`src/rtl/fluxo_dados_jogo.sv`:
```
// Datapath of the memory game: address counter, fixed 16x4 sequence ROM, play register,
// button edge detector and optional inactivity timer (built only with FLUXO_TIMEOUT_EN defined).
module fluxo_dados_jogo #(
   parameter int TIMEOUT_CYCLES = 5000
) (
   input  logic       clock,
   input  logic       reset,
   input  logic       zeraC,
   input  logic       contaC,
   input  logic       zeraR,
   input  logic       registraR,
   input  logic [3:0] chaves,
   output logic       jogada,
   output logic       igual,
   output logic       fim,
   output logic       timeout,
   output logic [3:0] db_contagem,
   output logic [3:0] db_memoria,
   output logic [3:0] db_jogada,
   output logic       db_tem_jogada
);

   logic [3:0] endereco_q, endereco_d;
   logic [3:0] registro_q, registro_d;
   logic       s1_q, s1_d;
   logic       s2_q, s2_d;
   logic       tem_jogada;
   logic [3:0] mem_dado;

   function automatic logic [3:0] rom_read(input logic [3:0] addr);
      logic [3:0] dado;
      case (addr)
         4'h0:    dado = 4'h1;
         4'h1:    dado = 4'h2;
         4'h2:    dado = 4'h4;
         4'h3:    dado = 4'h8;
         4'h4:    dado = 4'h4;
         4'h5:    dado = 4'h2;
         4'h6:    dado = 4'h1;
         4'h7:    dado = 4'h1;
         4'h8:    dado = 4'h2;
         4'h9:    dado = 4'h2;
         4'hA:    dado = 4'h4;
         4'hB:    dado = 4'h4;
         4'hC:    dado = 4'h8;
         4'hD:    dado = 4'h8;
         4'hE:    dado = 4'h1;
         default: dado = 4'h4;
      endcase
      return dado;
   endfunction

   assign tem_jogada = |chaves;

   always_comb begin
      endereco_d = endereco_q;
      if (zeraC) begin
         endereco_d = 4'h0;
      end else if (contaC) begin
         endereco_d = endereco_q + 4'h1;
      end
   end

   always_comb begin
      registro_d = registro_q;
      if (zeraR) begin
         registro_d = 4'h0;
      end else if (registraR) begin
         registro_d = chaves;
      end
   end

   // Two-flop edge detector: one pulse per press, none while held.
   always_comb begin
      s1_d = tem_jogada;
      s2_d = s1_q;
   end

   always_ff @(posedge clock or posedge reset) begin
      if (reset) begin
         endereco_q <= 4'h0;
         registro_q <= 4'h0;
         s1_q       <= 1'b0;
         s2_q       <= 1'b0;
      end else begin
         endereco_q <= endereco_d;
         registro_q <= registro_d;
         s1_q       <= s1_d;
         s2_q       <= s2_d;
      end
   end

   assign mem_dado      = rom_read(endereco_q);
   assign jogada        = s1_q & ~s2_q;
   assign igual         = (registro_q == mem_dado);
   assign fim           = (endereco_q == 4'hF);
   assign db_contagem   = endereco_q;
   assign db_memoria    = mem_dado;
   assign db_jogada     = registro_q;
   assign db_tem_jogada = tem_jogada;

`ifdef FLUXO_TIMEOUT_EN
   localparam int TMR_W = (TIMEOUT_CYCLES > 2) ? $clog2(TIMEOUT_CYCLES) : 1;
   localparam logic [TMR_W-1:0] TMR_MAX = TMR_W'(TIMEOUT_CYCLES - 1);

   logic [TMR_W-1:0] timer_q, timer_d;

   // Any player or controller activity restarts the count; otherwise it saturates.
   always_comb begin
      timer_d = timer_q;
      if (zeraC || contaC || jogada) begin
         timer_d = '0;
      end else if (timer_q != TMR_MAX) begin
         timer_d = timer_q + 1'b1;
      end
   end

   always_ff @(posedge clock or posedge reset) begin
      if (reset) begin
         timer_q <= '0;
      end else begin
         timer_q <= timer_d;
      end
   end

   assign timeout = (timer_q == TMR_MAX);
`else
   assign timeout = 1'b0;
`endif

endmodule

```
`config.mk`:
```
export PLATFORM = sky130hd
export DESIGN_NAME = fluxo_dados_jogo
export DESIGN_NICKNAME = d
export VERILOG_FILES = /design/src/rtl/fluxo_dados_jogo.sv
export SDC_FILE = /design/constraint.sdc
export NUM_CORES = 1
export LEC_CHECK = 0
export BUFFER_PORTS_ARGS = -buffer_cell sky130_fd_sc_hd__clkbuf_2
export CORE_AREA = 2 2 43 45
export CTS_BUF_LIST = sky130_fd_sc_hd__clkbuf_8
export DETAILED_ROUTE_END_ITERATION = 7
export DIE_AREA = 0 0 45 47
export PLACE_DENSITY = 0.72
export SYNTH_ARGS = -nofsm -noshare
export SYNTH_HDL_FRONTEND = slang
export SYNTH_SLANG_ARGS = --single-unit
```
`constraint.sdc`:
```
create_clock -name clock -period 1.9 [get_ports clock]
set_input_delay 0.285 -clock clock [delete_from_list [all_inputs] [get_ports clock]]
set_output_delay 0.285 -clock clock [all_outputs]
set_load 0.03 [all_outputs]
```
* Word level (Yosys, flattened, before mapping)
Memories as Yosys holds them, arrays and structs flattened. Cells that the tools add are included.
Word-level totals: flip-flop bits (word level) 10, bits in latches 0, RAM bits 0, bits in read-only memories 64, input bits 10, output and inout port bits 17, word-level logic and storage cells 17, memories kept 1
Operators by class: $add $sub $neg 1, multiply operators 0, div/mod/pow operators 0, order comparisons 0, eq/ne operators 2, shifts and indexed selects 0, mux-type cells 4, bitwise logic cells 2, reductions and logical operators 3
Memories:
- (no name shown) | words 16, bits a word 4, rd ports 1, clocked after memory_dff 0, write ports 0, line 32 | case (addr)
Operator list (number):
- two-way mux 4 bit | 4
- adder 4 x 1 -> 4 bit (second input constant) | 1
- == test 4 bit | 1
- == test 4 bit (second input constant) | 1
- nonzero test 2 bit | 2
- OR reduction 4 bit | 1
- bitwise AND 1 bit | 1
- NOT 1 bit | 1

* Logic depth before layout (Yosys ltp)
Gate-level depths: netlist of run 1.
depth in word-level cells 3, mapped depth 7, mapped depth without buffers 6

* Least setup slack after synthesis of run 1
No wires, ideal clock.
kind register -> output, from register endereco_q[0] (netlist: db_contagem[0]), to output igual, arrival 2.368 ns, required time 1.615 ns, setup slack -0.753 ns, stages on the path, launching flop included 7, path buffers 0, cell sequence dfrtp_1 inv_1 ha_1 mux4_2 xor2_1 a211o_1 nor3_2
On the way: word-level cells in the longest chain between the ends 2
RTL lines:
- start: declaration | line 23 | logic [3:0] endereco_q, endereco_d;
- start signal: assignment | line 86 | endereco_q <= endereco_d;
- memory (16 x 4 bit)
- named net db_memoria[2] | line 18 | output logic [3:0] db_memoria,
- == test 4 bit | line 95 | assign igual = (registro_q == mem_dado);
- end: declaration | line 14 | output logic igual,
The timed path passes the listed nets, and every way through them passes these cells.

* Worst setup path in the final report of run 1
from register endereco_q[1] (netlist: db_contagem[1]), to output igual
On the way: word-level cells in the longest chain between the ends 2
RTL lines (line):
- memory (16 x 4 bit)
- == test 4 bit | 95
No other way between the ends.

==> results of run 1 <==
-- cells in the mapped netlist, drive strengths merged, types with 2 or more instances --
cell type and instances:
buf 4, dfrtp 10, ha 6, inv 5, mux2i 7, nor2 8
nor2b 2, o21ai 2, xnor2 3
-- worst reg2reg max path, delay by kind of cell, from the launching register on --
family	cells	cell delay [ps]
adders and majority gates	2	470
AOI/OAI and AO/OA	1	220
DFF	1	450
-- worst paths after layout --
path | end
setup / recovery | igual
hold / removal | db_contagem[3]
setup reg to reg | db_contagem[2]
hold reg to reg | s2_q
max in group asynchronous | db_contagem[2]
min in group clock | db_contagem[0]
-- metrics by stage --
step,utilization (%),instances,worst slack [ps],setup TNS [ps],instance area (um^2)
3_3_place_gp,57.35,121,-379.2,-379.2,947.2
3_5_place_dp,57.35,121,-411.0,-411.0,947.2
6_report,65.30,127,-504.3,-723.3,1079
5_1_grt,65.30,127,-591.1,-882.0,1079
4_1_cts,63.11,126,-519.4,-655.4,1042
2_1_floorplan,-,70,-541.0,-541.0,734.5
-- layout make-up --
type                    instances  share of cell area (%)
clock buffers                   3                   3.828
multi-input cells              50                   42.23
well taps                      17                   1.972
inverters                       5                   2.204
clock inverters                 1                  0.3480
repair buffers                 41                   25.87
flip-flops and latches         10                   23.55
-- what timing repair did --
item                       CTS  global route
buffers inserted             1             1
hold endpoints to repair     0             0
gates resized for setup      9             9
pin swaps                    3             0
setup endpoints to repair    3             4
-- cells by family (layout without fill, tap and decap cells) --
| group | after synthesis | in the layout | synth area share [%] |
|---|---|---|---|
| buffers and inverters | 10 | 50 | 7.978 |
| other | 1 | 1 | 0.5314 |
| adders and majority gates | 6 | 6 | 10.64 |
| DFF | 10 | 10 | 35.46 |
| AOI/OAI and AO/OA | 8 | 8 | 7.625 |
| xor gates and xnor gates | 4 | 4 | 4.965 |
| and+or+nand+nor | 23 | 23 | 19.68 |
| muxes | 8 | 8 | 13.12 |
-- layer usage --
layer / GRT usage, % / vias up
li1: - / 316
met1: 19.14 / 311
met5: 0 / -
met2: 30.57 / 18
met4: 3.529 / 0
met3: 6.923 / 2
-- where the power goes --
part	switching [W]	leakage (nW)	total, W	internal, W
Clock	0.0000823	0.0269	0.000224	0.000141
Sequential	0.0000170	0.121	0.000243	0.000226
Combinational	0.000139	0.389	0.000264	0.000125
Total	0.000238	0.536	0.000731	0.000492
-- registers in the layout, summed over array words and instances, names as in the netlist --
name	count
s1_q	1
s2_q	1
db_contagem	4
db_jogada	4
-- cells in the final DEF (no fill, tap or decap), types with 3 or more instances in the layout --
cell type and count:
dfrtp_1 7, nor2_1 8, clkbuf_2 21, clkbuf_8 5
dfrtp_2 3, mux2i_1 7, inv_1 4, ha_4 3
xnor2_1 3, buf_4 16
==> impl_metrics.csv, run 1 <==
group,metric,value,unit
floorplan,chipWidth,45,um
global_route,grt_max_degree,11,
layout,nFillCells,152,
status,status,"finished with violations",
layout,multi_input_area,455.4,um^2
yosys,synth_seq_cells,10,
routing,top_layer_used,"met4",
clocking,worstSkewPairLatency,240,ps
yosys,syn_inst,70,
setup_path,startpoint_type,"flip-flop",
floorplan,die_y,47,um
global_route,grt_usage,17.04,%
setup_path,path_depth,8,
yosys,yosys-top-cells-area,"dfrtp_1, ha_1, mux2i_1",
yosys,synth_top_cell_by_area,"dfrtp_1",
yosys,synth_top_area_share,35.46,%
global_route,grt_pass1_vias,601,
sta,grt_setup_unrepaired,"true",
sta,fmax,415.9,MHz
setup_path,worst-path-buf-inv,3,
yosys,synth_seq_area_share,35.46,%
routing,met2WireLength,880,um
layout,num-nets-final,127,
layout,antenna_cells,0,
setup_path,crit_fanout,6,
floorplan,coreArea,0.001652,mm^2
routing,first_iter_violations,14,
yosys,synth_edf_count,0,
global_route,antenna_found_initial,0,
sta,hold_ws,-0.1703,ps
yosys,synth_ff_type,"dfrtp_1",
global_route,grt_pass1_wl,2490,um
routing,met3_length,82,um
clocking,clock_sinks,10,
setup_path,cp_cell_sequence,"buf_6 -> inv_4 -> ha_4 -> mux4_2 -> xor2_1 -> a211o_1 -> nor3_4 -> clkbuf_8",
clocking,cts_max_level,1,
routing,viasPerCell,5.094,
floorplan,num_io_pins,27,
clocking,cts_buffers,3,
placement,gp_congestion,0.8408,
sta,period_share,126.5,%
routing,vias,647,
yosys,yosysWarnings,0,
routing,wl_met1,571,um
placement,post-dp-hpwl,1255,um
setup_path,arrival,2120,ps
clocking,cts_tree,"yes",
setup_path,crit_path_start,"db_contagem[1]",
sta,hold_viol_final,2,
clocking,path_clk_slew,50,ps
routing,wire_per_inst,12.17,um
setup_path,slowest_stage,"mux4_2",
routing,wirelength,1545,um
setup_path,critPathRequiredTime,1620,ps
setup_path,cp_top_family,"multiplexers",
setup_path,r2r-start,"db_contagem[0]",
clocking,ctsHoldBuffers,0,
routing,ant_nets,0,
clocking,cts-root-buf,"clkbuf_8",
flow_run,max_cap_viol_count,0,
routing,drcViolationCount,0,
global_route,overflow,0,
yosys,synth_cell_types,34,
setup_path,critPathKind,"reg -> out",
power_and_ir_drop,p_leak,0.5362,nW
setup_path,critical_path.max_stage_delay,470,ps
yosys,syn_area,705.7,um^2
clocking,clock_path_buffers,2,
layout,drive_gt1_share,54.55,%
setup_path,reg2reg_depth,3,
layout,layout.area.seq,254.0,um^2
yosys,ys_async_sr_fraction,100.0,%
setup_path,timing.reg2reg.setup_slack,670,ps
yosys,syn_area_per_cell,10.08,um^2
power_and_ir_drop,power.density,677.4,mW/mm^2
sta,skew,0.1425,ps
yosys,syn_nets,86,
placement,portBuffers,25,
status,failed_checks,"negative hold slack, negative setup slack",
sta,setup_viol,2,
min_path,min_path_type,"in -> async",
floorplan,fp-row-count,15,
power_and_ir_drop,vdd_ir_drop_max,0.0004995,V
layout,syn_to_final_growth,52.84,%
power_and_ir_drop,finalPower,0.0007306,W
sta,fin_crit,2404,ps
setup_path,end_kind,"output port",
floorplan,start_util,42.73,%
sta,final_max_slew_viol_count,0,
routing,firstDrtPassIters,4,
floorplan,dieArea,0.002115,mm^2
sta,setup_slack,-504.3,ps
Note: power is estimated with default switching activity, not from simulation.
==> run 2: changes to the inputs <==
==> constraint.sdc (replaced) <==
create_clock -name clock -period 1.9 [get_ports clock]
set_input_delay 0.38 -clock clock [delete_from_list [all_inputs] [get_ports clock]]
set_output_delay 0.38 -clock clock [all_outputs]
set_load 0.03 [all_outputs]
==> impl_metrics.csv, run 2 (synthesized netlist as in run 1, its figures left out) <==
group,metric,value,unit
floorplan,coreArea,0.001652,mm^2
global_route,grt_max_degree,11,
global_route,grt_pass1_wl,2739,um
floorplan,chipWidth,45,um
power_and_ir_drop,finalPower,0.0007771,W
routing,vias,645,
routing,firstDrtPassIters,3,
setup_path,critPathKind,"reg -> out",
power_and_ir_drop,vdd_ir_drop_max,0.0005461,V
sta,fmax,397.0,MHz
status,failed_checks,"negative setup slack",
clocking,clock_path_buffers,2,
floorplan,start_util,42.73,%
routing,wirelength,1625,um
routing,wire_per_inst,12.60,um
power_and_ir_drop,swShare,31.01,%
power_and_ir_drop,intPower,0.0005362,W
placement,gp_congestion,0.8553,
power_and_ir_drop,clockPowerShare,33.9,%
clocking,worstSkewPairLatency,240,ps
power_and_ir_drop,power.density,696.3,mW/mm^2
layout,antenna_cells,0,
sta,grt_setup_unrepaired,"true",
power_and_ir_drop,p_comb_share,35.0,%
power_and_ir_drop,p_seq_share,31.1,%
floorplan,fp-row-count,15,
layout,multi_input_area,460.4,um^2
global_route,overflow,0,
sta,skew,2.383,ps
flow_run,max_cap_viol_count,0,
layout,syn_to_final_growth,58.16,%
global_route,antenna_found_initial,0,
floorplan,dieArea,0.002115,mm^2
status,status,"finished with violations",
clocking,cts-root-buf,"clkbuf_8",
power_and_ir_drop,power_switching,0.0002409,W
routing,viasPerCell,5.000,
global_route,grt_usage,18.26,%
layout,final_util,67.58,%
clocking,cts_tree,"yes",
layout,final_common_cell,"clkbuf_2",
power_and_ir_drop,p_leak,0.5486,nW
sta,fin_crit,2519,ps
min_path,min_path_type,"in -> async",
setup_path,startpoint_type,"flip-flop",
sta,hold_viol_final,0,
setup_path,end_kind,"output port",
clocking,path_clk_slew,50,ps
sta,final_max_slew_viol_count,0,
layout,nFillCells,130,
setup_path,arrival,2140,ps
setup_path,critical_path.max_stage_delay,480,ps
clocking,ctsHoldBuffers,0,
floorplan,num_io_pins,27,
layout,drive_gt1_share,56.25,%
placement,post-dp-hpwl,1277,um
routing,first_iter_violations,13,
sta,fin_tns_setup,-1014,ps
clocking,clock_sinks,10,
sta,setup_viol,4,
sta,setup_slack,-619.2,ps
layout,mostFrequentLayoutCells,"clkbuf_2, buf_4, nor2_1",
setup_path,critPathRequiredTime,1520,ps
clocking,cts_max_level,1,
clocking,cts_buffers,3,
setup_path,cp_cell_sequence,"buf_6 -> inv_4 -> ha_4 -> mux4_2 -> xor2_1 -> a211o_1 -> nor3_4 -> clkbuf_8",
routing,drcViolationCount,0,
global_route,grt_pass1_vias,650,
placement,portBuffers,25,
layout,num-nets-final,129,
sta,period_share,132.6,%
layout,layout.area.seq,254.0,um^2
setup_path,slowest_stage,"mux4_2",
setup_path,crit_fanout,6,
floorplan,die_y,47,um
routing,ant_nets,0,
==> run 2: cell types whose count changed in the layout (fill, tap and decap cells not counted) <==
cell	before	now
nand2b_4	1	0
inv_2	0	1
clkbuf_2	21	20
ha_1	2	1
inv_1	4	3
buf_4	16	17
clkbuf_8	5	6
buf_6	1	3
nand2b_1	0	1
ha_4	3	4
inv_4	2	1
==> run 2: critical path: cells and delay by family, from the launching register on <==
family	cells	cell delay, ps
AOI/OAI and AO/OA	1	260
xor gates and xnor gates	1	160
adders and majority gates	1	140
buffers and inverters	3	320
DFF	1	430
muxes	1	480
and+or+nand+nor	1	120
==> run 2: timing repair <==
item	4_1_cts	5_1_grt
pin swaps	3	0
resized for setup	15	6
setup endpoints to repair	5	5
cloned	0	0
buffers inserted	3	1
==> run 2: metrics by stage <==
stage	instances	instance area, um^2	hold slack (ps)	setup slack, ps
2_1_floorplan	70	734.5	220.0	-636.0
3_3_place_gp	122	954.7	349.7	-478.5
3_5_place_dp	122	954.7	352.0	-519.0
4_1_cts	128	1097	102.1	-626.5
5_1_grt	129	1116	126.3	-707.8
6_report	129	1116	95.71	-619.2
==> run 2: final cells by class <==
type / instances / share of cell area, %
multi-input combinational: 50 / 41.26
timing repair buffer: 43 / 27.24
sequential: 10 / 22.76
clock buffer: 4 / 4.933
inverter: 5 / 1.906
tap: 17 / 1.906
==> run 2: power by group through the flow <==
stage,combinational (W),sequential (W),clock (W)
2_1_floorplan,0.000136,0.000262,0
3_3_place_gp,0.000230,0.000242,0
3_5_place_dp,0.000233,0.000244,0
4_1_cts,0.000265,0.000242,0.000270
5_1_grt,0.000292,0.000245,0.000283
6_report,0.000272,0.000242,0.000263
==> run 2: path summary, 6_finish.rpt <==
path | depth (start not counted) | end | startpoint | slack, ps
max | 8 | igual | db_contagem[1] | -620
min | 2 | db_jogada[1] | reset | 100
max reg2reg | 3 | db_contagem[2] | db_contagem[1] | 710
min reg2reg | 0 | s2_q | s1_q | 370
max in group asynchronous | 2 | db_contagem[2] | reset | 1510
min in group clock | 2 | db_contagem[3] | zeraC | 350
==> run 2: layer usage <==
metal	part of all wire [%]	vias to the layer above	routed length, um	GRT usage (%)
met5	0	-	0	0
met3	4.8	6	78	6.154
met2	54	16	873	32.57
met1	39	299	634	20.81
met4	2.3	0	38	5.294
li1	-	324	-	-
==> run 3: changes to the inputs <==
- BUFFER_PORTS_ARGS: -buffer_cell sky130_fd_sc_hd__clkbuf_2 -> -buffer_cell sky130_fd_sc_hd__buf_4
- TNS_END_PERCENT: not set -> 100
==> impl_metrics.csv, run 3 (synthesized netlist as in run 1, its figures left out) <==
group,metric,value,unit
setup_path,slowest_stage,"dfrtp_2",
clocking,clock_path_buffers,2,
global_route,grt_usage,16.32,%
layout,final_util,68.56,%
clocking,worstSkewPairLatency,230,ps
global_route,grt_max_degree,11,
placement,post-dp-hpwl,1346,um
sta,skew,0.4127,ps
setup_path,arrival,2100,ps
routing,first_iter_violations,3,
setup_path,worst-path-buf-inv,1,
floorplan,num_io_pins,27,
clocking,cts_max_level,1,
floorplan,fp-row-count,15,
setup_path,cp_cell_sequence,"ha_2 -> ha_1 -> nor2b_1 -> or3_4 -> a211o_1 -> nor3_4 -> buf_6",
sta,fin_crit,2477,ps
global_route,overflow,0,
floorplan,coreArea,0.001652,mm^2
layout,nFillCells,142,
sta,hold_ws,121.3,ps
layout,syn_to_final_growth,60.46,%
flow_run,max_cap_viol_count,0,
setup_path,critPathRequiredTime,1520,ps
setup_path,startpoint_type,"flip-flop",
routing,wirelength,1615,um
global_route,grt_pass1_wl,2401,um
routing,ant_nets,0,
status,status,"finished with violations",
setup_path,path_depth,7,
placement,gp_congestion,0.8328,
power_and_ir_drop,p_seq_share,30.6,%
setup_path,critical_path.max_stage_delay,420,ps
floorplan,die_y,47,um
setup_path,critPathKind,"reg -> out",
sta,final_max_slew_viol_count,0,
global_route,antenna_found_initial,0,
layout,final_common_cell,"buf_4",
sta,hold_viol_final,0,
power_and_ir_drop,intPower,0.0005425,W
global_route,met2_usage,30.86,%
clocking,clock_sinks,10,
sta,setup_viol,3,
routing,firstDrtPassIters,2,
sta,period_share,130.4,%
power_and_ir_drop,p_comb_share,35.3,%
power_and_ir_drop,clockPowerShare,34.1,%
min_path,min_path_type,"in -> async",
layout,layout.area.seq,254.0,um^2
routing,drcViolationCount,0,
power_and_ir_drop,power.density,692.7,mW/mm^2
placement,portBuffers,25,
global_route,top_usage_layer,"met2",
setup_path,reg2reg_depth,3,
global_route,grt_use_met1,17.22,%
global_route,grt_pass1_vias,590,
status,failed_checks,"negative setup slack",
clocking,ctsHoldBuffers,0,
global_route,gr-usage-met3,6.154,%
layout,num-nets-final,129,
setup_path,crit_fanout,4,
setup_path,end_kind,"output port",
clocking,cts-root-buf,"clkbuf_8",
placement,dpl.cell_count,124,
setup_path,timing.reg2reg.setup_slack,700,ps
clocking,cts_buffers,3,
layout,antenna_cells,0,
layout,mostFrequentLayoutCells,"buf_4, nor2_1, dfrtp_1",
power_and_ir_drop,power_switching,0.0002418,W
setup_path,cp_top_family,"simple AND/OR/NAND/NOR gates",
routing,vias,656,
clocking,cts_tree,"yes",
layout,multi_input_area,446.7,um^2
floorplan,dieArea,0.002115,mm^2
floorplan,start_util,42.73,%
routing,viasPerCell,5.085,
sta,setup_slack,-576.9,ps
sta,grt_setup_unrepaired,"true",
sta,fmax,403.7,MHz
power_and_ir_drop,p_leak,0.5589,nW
routing,wire_per_inst,12.52,um
layout,layoutNonFillerInstCount,129,
layout,drive_gt1_share,57.14,%
power_and_ir_drop,vdd_ir_drop_max,0.0004078,V
power_and_ir_drop,swShare,30.83,%
floorplan,chipWidth,45,um
clocking,path_clk_slew,50,ps
[run 3: timing repair]
action	CTS	global route
cloned	0	0
gates resized for setup	4	4
setup buffers	1	0
setup endpoints to repair	4	5
pin swaps	3	0
[run 3: worst register-to-register path: stages, from the launching register on]
cell and delay (ps):
dfrtp_2 420, ha_2 200, ha_1 280, a211oi_1 200
[run 3: path summary, 6_finish.rpt]
| kind | startpoint | to |
|---|---|---|
| setup / recovery | db_contagem[0] | igual |
| hold / removal | reset | db_jogada[1] |
| setup reg to reg | db_contagem[0] | db_contagem[2] |
| hold reg to reg | s1_q | s2_q |
| max in group asynchronous | reset | db_contagem[2] |
| min in group clock | zeraR | db_jogada[2] |
[run 3: through the flow]
step,total power [W],worst slack (ps),instance area [um^2],setup TNS (ps)
global route,0.0008218,-640.7,1132,-987.9
CTS,0.0007839,-597.3,1109,-820.2
finish,0.0007844,-576.9,1132,-760.0
detailed placement,0.0005024,-471.3,1032,-471.3
global placement,0.0004960,-442.8,1032,-442.8
floorplan,0.0003985,-636.0,734.5,-636.0
[run 3: area by class of cell]
cell class	instances	area share, %
sequential	10	22.43
inverter	5	1.878
tap	17	1.878
multi-input combinational	50	39.45
clock buffer	4	4.862
timing repair buffer	43	29.50
[run 3: metal layers]
| metal | vias to the layer above | share of wire [%] |
|---|---|---|
| met5 | - | 0 |
| met3 | 0 | 4.9 |
| met4 | 0 | 0 |
| li1 | 322 | - |
| met2 | 15 | 59 |
| met1 | 319 | 37 |
[run 3: power by group through the flow]
| stage | sequential [W] | combinational (W) | clock (W) |
|---|---|---|---|
| after CTS | 0.000240 | 0.000268 | 0.000276 |
| after detailed placement | 0.000244 | 0.000259 | 0 |
| final | 0.000240 | 0.000277 | 0.000267 |
| after global placement | 0.000243 | 0.000253 | 0 |
| after global routing | 0.000242 | 0.000298 | 0.000282 |
| after floorplan | 0.000262 | 0.000136 | 0 |
